File: src/rtl/stream_median_wake_pkg.sv
// Shared definitions for the binary 3x3 median / wake detector: FSM states and
// the majority rule applied to each window.
package stream_median_wake_pkg;

    typedef enum logic [1:0] {
        IDLE  = 2'd0,
        RUN   = 2'd1,
        FLUSH = 2'd2,
        DONE  = 2'd3
    } stateE;

    // A binary 3x3 median is 1 when at least this many of the nine pixels are 1.
    localparam int MAJORITY = 5;

    function automatic logic isMajority(input logic [8:0] win);
        int ones;
        ones = 0;
        for (int i = 0; i < 9; i++) begin
            ones += {31'd0, win[i]};
        end
        return (ones >= MAJORITY);
    endfunction

endpackage

File: src/rtl/stream_median_wake_bin_line_buf.sv
// Two cascaded one-line delays for a 1-bit raster stream; both advance only
// when a pixel is accepted, so stalls leave the stored rows untouched.
module bin_line_buf #(
    parameter int IMG_W = 82
) (
    input  logic clk,
    input  logic reset,
    input  logic en,
    input  logic din,
    output logic tap1,
    output logic tap2
);

    logic [IMG_W-1:0] line1;
    logic [IMG_W-1:0] line2;

    always_ff @(posedge clk or negedge reset) begin
        if (!reset) begin
            line1 <= '0;
            line2 <= '0;
        end else if (en) begin
            line1 <= {line1[IMG_W-2:0], din};
            line2 <= {line2[IMG_W-2:0], line1[IMG_W-1]};
        end
    end

    // tap1 is the pixel one row above the incoming one, tap2 two rows above.
    assign tap1 = line1[IMG_W-1];
    assign tap2 = line2[IMG_W-1];

endmodule

File: src/rtl/stream_median_wake.sv
// Binary 3x3 median filter over a raster frame, counting active windows and
// raising a sticky wake request after FRAMES_N consecutive busy frames.
module stream_median_wake
    import stream_median_wake_pkg::*;
#(
    parameter int IMG_W    = 82,
    parameter int IMG_H    = 62,
    parameter int FRAMES_N = 2,
    parameter int CNT_W    = 13
) (
    input  logic             clk,
    input  logic             reset,
    input  logic             start,
    input  logic             pixValid,
    input  logic             pixIn,
    output logic             pixReady,
    input  logic [CNT_W-1:0] threshold,
    input  logic             wakeAck,
    output logic             medValid,
    output logic             medData,
    output logic [7:0]       medX,
    output logic [7:0]       medY,
    output logic             frameDone,
    output logic [CNT_W-1:0] activeCount,
    output logic             wakeUp
);

    localparam int              HIT_W   = (FRAMES_N > 1) ? $clog2(FRAMES_N + 1) : 1;
    localparam logic [HIT_W-1:0] HIT_MAX = HIT_W'(FRAMES_N);
    localparam logic [7:0]      X_LAST  = 8'(IMG_W - 1);
    localparam logic [7:0]      Y_LAST  = 8'(IMG_H - 1);

    stateE            state;
    logic [7:0]       xCnt;
    logic [7:0]       yCnt;
    logic [CNT_W-1:0] thrLatched;
    logic [HIT_W-1:0] hitCnt;
    logic [HIT_W-1:0] hitNext;
    logic             wakeSet;
    logic             accept;
    logic             tap1;
    logic             tap2;
    logic [2:0]       newCol;
    logic [2:0]       colPrev1;
    logic [2:0]       colPrev2;
    logic [8:0]       window;

    assign accept = pixReady && pixValid;
    // Columns are {row y-2, row y-1, row y}; colPrev1 is column x-1, colPrev2 is x-2.
    assign newCol = {tap2, tap1, pixIn};
    assign window = {colPrev2, colPrev1, newCol};

    bin_line_buf #(
        .IMG_W(IMG_W)
    ) lineBuf (
        .clk  (clk),
        .reset(reset),
        .en   (accept),
        .din  (pixIn),
        .tap1 (tap1),
        .tap2 (tap2)
    );

    always_comb begin
        hitNext = hitCnt;
        wakeSet = 1'b0;
        if (state == DONE) begin
            if (activeCount > thrLatched) begin
                hitNext = (hitCnt == HIT_MAX) ? HIT_MAX : hitCnt + 1'b1;
                wakeSet = (hitNext == HIT_MAX);
            end else begin
                hitNext = '0;
            end
        end
        if (wakeAck) begin
            hitNext = '0;
        end
    end

    always_ff @(posedge clk or negedge reset) begin
        if (!reset) begin
            state       <= IDLE;
            pixReady    <= 1'b0;
            xCnt        <= '0;
            yCnt        <= '0;
            thrLatched  <= '0;
            hitCnt      <= '0;
            colPrev1    <= '0;
            colPrev2    <= '0;
            medValid    <= 1'b0;
            medData     <= 1'b0;
            medX        <= '0;
            medY        <= '0;
            frameDone   <= 1'b0;
            activeCount <= '0;
            wakeUp      <= 1'b0;
        end else begin
            medValid <= 1'b0;
            hitCnt   <= hitNext;
            // Wake set takes priority over a coincident acknowledge.
            wakeUp   <= wakeSet | (wakeUp & ~wakeAck);
            if (medValid && medData) begin
                activeCount <= activeCount + 1'b1;
            end
            case (state)
                IDLE: begin
                    if (start) begin
                        state       <= RUN;
                        pixReady    <= 1'b1;
                        xCnt        <= '0;
                        yCnt        <= '0;
                        activeCount <= '0;
                        thrLatched  <= threshold;
                    end
                end
                RUN: begin
                    if (accept) begin
                        colPrev1 <= newCol;
                        colPrev2 <= colPrev1;
                        if (xCnt >= 8'd2 && yCnt >= 8'd2) begin
                            medValid <= 1'b1;
                            medData  <= isMajority(window);
                            medX     <= xCnt - 8'd1;
                            medY     <= yCnt - 8'd1;
                        end
                        if (xCnt == X_LAST) begin
                            xCnt <= '0;
                            if (yCnt == Y_LAST) begin
                                state    <= FLUSH;
                                pixReady <= 1'b0;
                            end else begin
                                yCnt <= yCnt + 8'd1;
                            end
                        end else begin
                            xCnt <= xCnt + 8'd1;
                        end
                    end
                end
                FLUSH: begin
                    // The final window is counted on this edge.
                    state     <= DONE;
                    frameDone <= 1'b1;
                end
                DONE: begin
                    state     <= IDLE;
                    frameDone <= 1'b0;
                end
                default: begin
                    state <= IDLE;
                end
            endcase
        end
    end

endmodule
File: config.mk
export PLATFORM = sky130hd
export DESIGN_NAME = stream_median_wake
export DESIGN_NICKNAME = d
export VERILOG_FILES = /design/src/rtl/stream_median_wake_pkg.sv /design/src/rtl/stream_median_wake_bin_line_buf.sv /design/src/rtl/stream_median_wake.sv
export SDC_FILE = /design/constraint.sdc
export NUM_CORES = 1
export LEC_CHECK = 0
export BUFFER_PORTS_ARGS = -buffer_cell sky130_fd_sc_hd__buf_2
export CAP_MARGIN = 5
export CORE_AREA = 2 2 171 156
export CTS_BUF_LIST = sky130_fd_sc_hd__clkbuf_16
export DETAILED_ROUTE_END_ITERATION = 8
export DIE_AREA = 0 0 173 158
export HOLD_SLACK_MARGIN = 0.06
export PLACE_DENSITY_LB_ADDON = 0.12
export SYNTH_ARGS = -nofsm -noshare
export SYNTH_HDL_FRONTEND = slang
export SYNTH_SLANG_ARGS = --single-unit
File: constraint.sdc
create_clock -name clk -period 8.7 [get_ports clk]
set_input_delay 1.305 -clock clk [delete_from_list [all_inputs] [get_ports clk]]
set_output_delay 1.305 -clock clk [all_outputs]
set_load 0.02 [all_outputs]
==> metrics.txt <==
outcome finished, final reports clean; fin. max-slew vios 0; kind of critical path input port to flip-flop; post-synth top area share 58.7%; Area contributors post-synth dfrtp_1 (59%), mux2_2 (19%), ha_1 (3.6%); Final Wtd Congestion 0.745; hold path depth 2; layout cells sized above 1 34.1%; initial antenna violation count 0; Chip Width 173 microns; Total Nets Final 863; vias 5749; first-pass GRT wire length 29300 microns; worst IR drop on VDD 0.141 mV; Initial Util 39.4%; EDFF count, synth 0; skew final 0.0215 ns; drt pass-1 iters 4; port bufs 52; yosys warns 0; Final setup viols 0; Final ANT Viol Nets 0; I/O pin total 53; P&R area growth vs syn 15.5%; Syn Std Cell Area 0.0101 sq mm; Total Wirelength 16500 microns; CTS tree yes; Antenna diodes 0; DIE AREA 0.0273 sq mm; R2R depth 11; Worst setup EP type flip-flop; root buffer cell clkbuf_16; top-count cell post-synth dfrtp_1; min Tclk post-route 3.99 ns; Synth Instances 760; RSZ-0062 raised after global routing false; Iteration-0 DRC Markers 290; Worst-path clk slew 0.06 ns; worst path arrival time 4.36 ns; flip-flop and latch count after synthesis 237; post-route DRC violation count 0; Clock Path Buffers 3; Syn Area/Cell 13.3 sq um; Pwr Density 201 mW/mm^2; Startpoint Class input port; Synth top cells by count dfrtp_1 (237), mux2_2 (171), nand2_1 (43); count of different cell masters after synthesis 45; period utilisation layout 45.8%; Synth async-reset ratio 100%; Hold Fails Final Rpt 0; register area share after synthesis 58.7%; Vias/cell 4.88; number of max-cap violations 0; hold_buf cts 0; LEAKAGE 0.00592 uW; post-route cell area 0.0117 sq mm; Worst Max-Slew Pin Slew 1.18 ns; CP Max Fanout 3; slew margin rel. 21.2%; dpl hpwl 10500 microns; die height 158 microns; clock sink count 237; Fmax 251 MHz; TNS Setup 0 ns; overall power 2350 uW; gr ovfl total 0; Total Routing Usage GR 12.7%; core area 0.0256 sq mm; cell taking the most area after synthesis dfrtp_1; row count 56; Net Count, Synth 813; Critical Path RT 9.07 ns; worst hold path type flip-flop to flip-flop; largest net degree at the start of global routing 94; TritonCTS Buffers 27; post-CTS resize count 0; top_reg_cell synth dfrtp_1; worst skew pair latency 0.53 ns; Avg WL per Cell 14.0 microns; H-tree depth 1; DP Area 0.0107 sq mm; number of setup buffers added after CTS 0; number of global-route vias before repair 6045
## cell type report
type	count	area [sq um]
clock buffer	27	676
multi-input combinational	447	3890
clock inverter	22	292
sequential	237	5930
inverter	41	154
fill	2323	14000
tap	348	435
timing repair buffer	56	300
## critical path, cell delays in order
cell	delay [ns]
buf_2	0.07
inv_1	0.09
fa_1	0.57
fa_1	0.44
fa_1	0.48
fa_1	0.39
inv_1	0.09
fa_1	0.41
nor2b_1	0.16
o21ai_0	0.09
a2bb2oi_1	0.16
mux2i_1	0.09
## logic make-up (layout without fill, tap and decap cells)
logic type	Yosys count	in the layout	synth area share (%)
fa+ha+maj	34	34	4.58
simple gates	143	143	7.25
buf+inv	76	146	3.01
xor+xnor	28	28	2.43
compound gates	59	59	3.52
flops	237	237	58.7
mux	183	183	20.5
## power breakdown
part	switching, uW	internal, uW	leakage [uW]
sequential	0	1100	0.00316
clock	448	772	0.000487
combinational	23.6	4.89	0.00228
total	471	1880	0.00592
## layout by cell type, fill, tap and decap left out, types with 7 or more instances in the layout
cell type  instances
nand4_1           11
xnor2_1           10
mux2_2           171
clkinv_2           7
nand2_1           42
nand3_1           11
nor3_1             9
xor2_1            18
ha_1              29
bufinv_16          7
clkbuf_16         27
o21ai_0           32
buf_2             51
nor2_1            29
inv_1             44
a21oi_1           10
dfrtp_1          237
## flip-flops by register name, summed over array words and instances (netlist names), 8 cells and up
signal         cells
activeCount       13
lineBuf.line1     82
lineBuf.line2     82
medX               8
medY               8
thrLatched        13
xCnt               8
yCnt               8
## final timing paths
path | start | end | slack [ns]
setup / recovery | pixIn | medData$_DFFE_PN0P_ | 4.71
hold / removal | colPrev1[0]$_DFFE_PN0P_ | colPrev1[0]$_DFFE_PN0P_ | 0.48
setup reg to reg | colPrev1[2]$_DFFE_PN0P_ | medData$_DFFE_PN0P_ | 5.30
hold reg to reg | colPrev1[0]$_DFFE_PN0P_ | colPrev1[0]$_DFFE_PN0P_ | 0.48
max in group asynchronous | reset | lineBuf.line1[16]$_DFFE_PN0P_ | 6.43
min in group asynchronous | reset | medY[7]$_DFFE_PN0P_ | 0.75
## metal layers
layer  routed length, microns  GRT usage [%]
met1                     7730           17.0
met2                     7670           20.8
met4                      454           4.08
met5                        0              0
met3                      673           2.67
## per-stage QoR
step,hold WS (ns),util (%),worst slack (ns),cells
floorplan,0.446,-,4.54,760
finish,0.478,45.5,4.71,1178
CTS,0.485,45.5,4.73,1178
global route,0.508,45.5,4.59,1178
global placement,0.461,41.7,4.29,1129
detailed placement,0.471,41.7,4.16,1129
No activity file was read; power rests on OpenSTA's default activity.
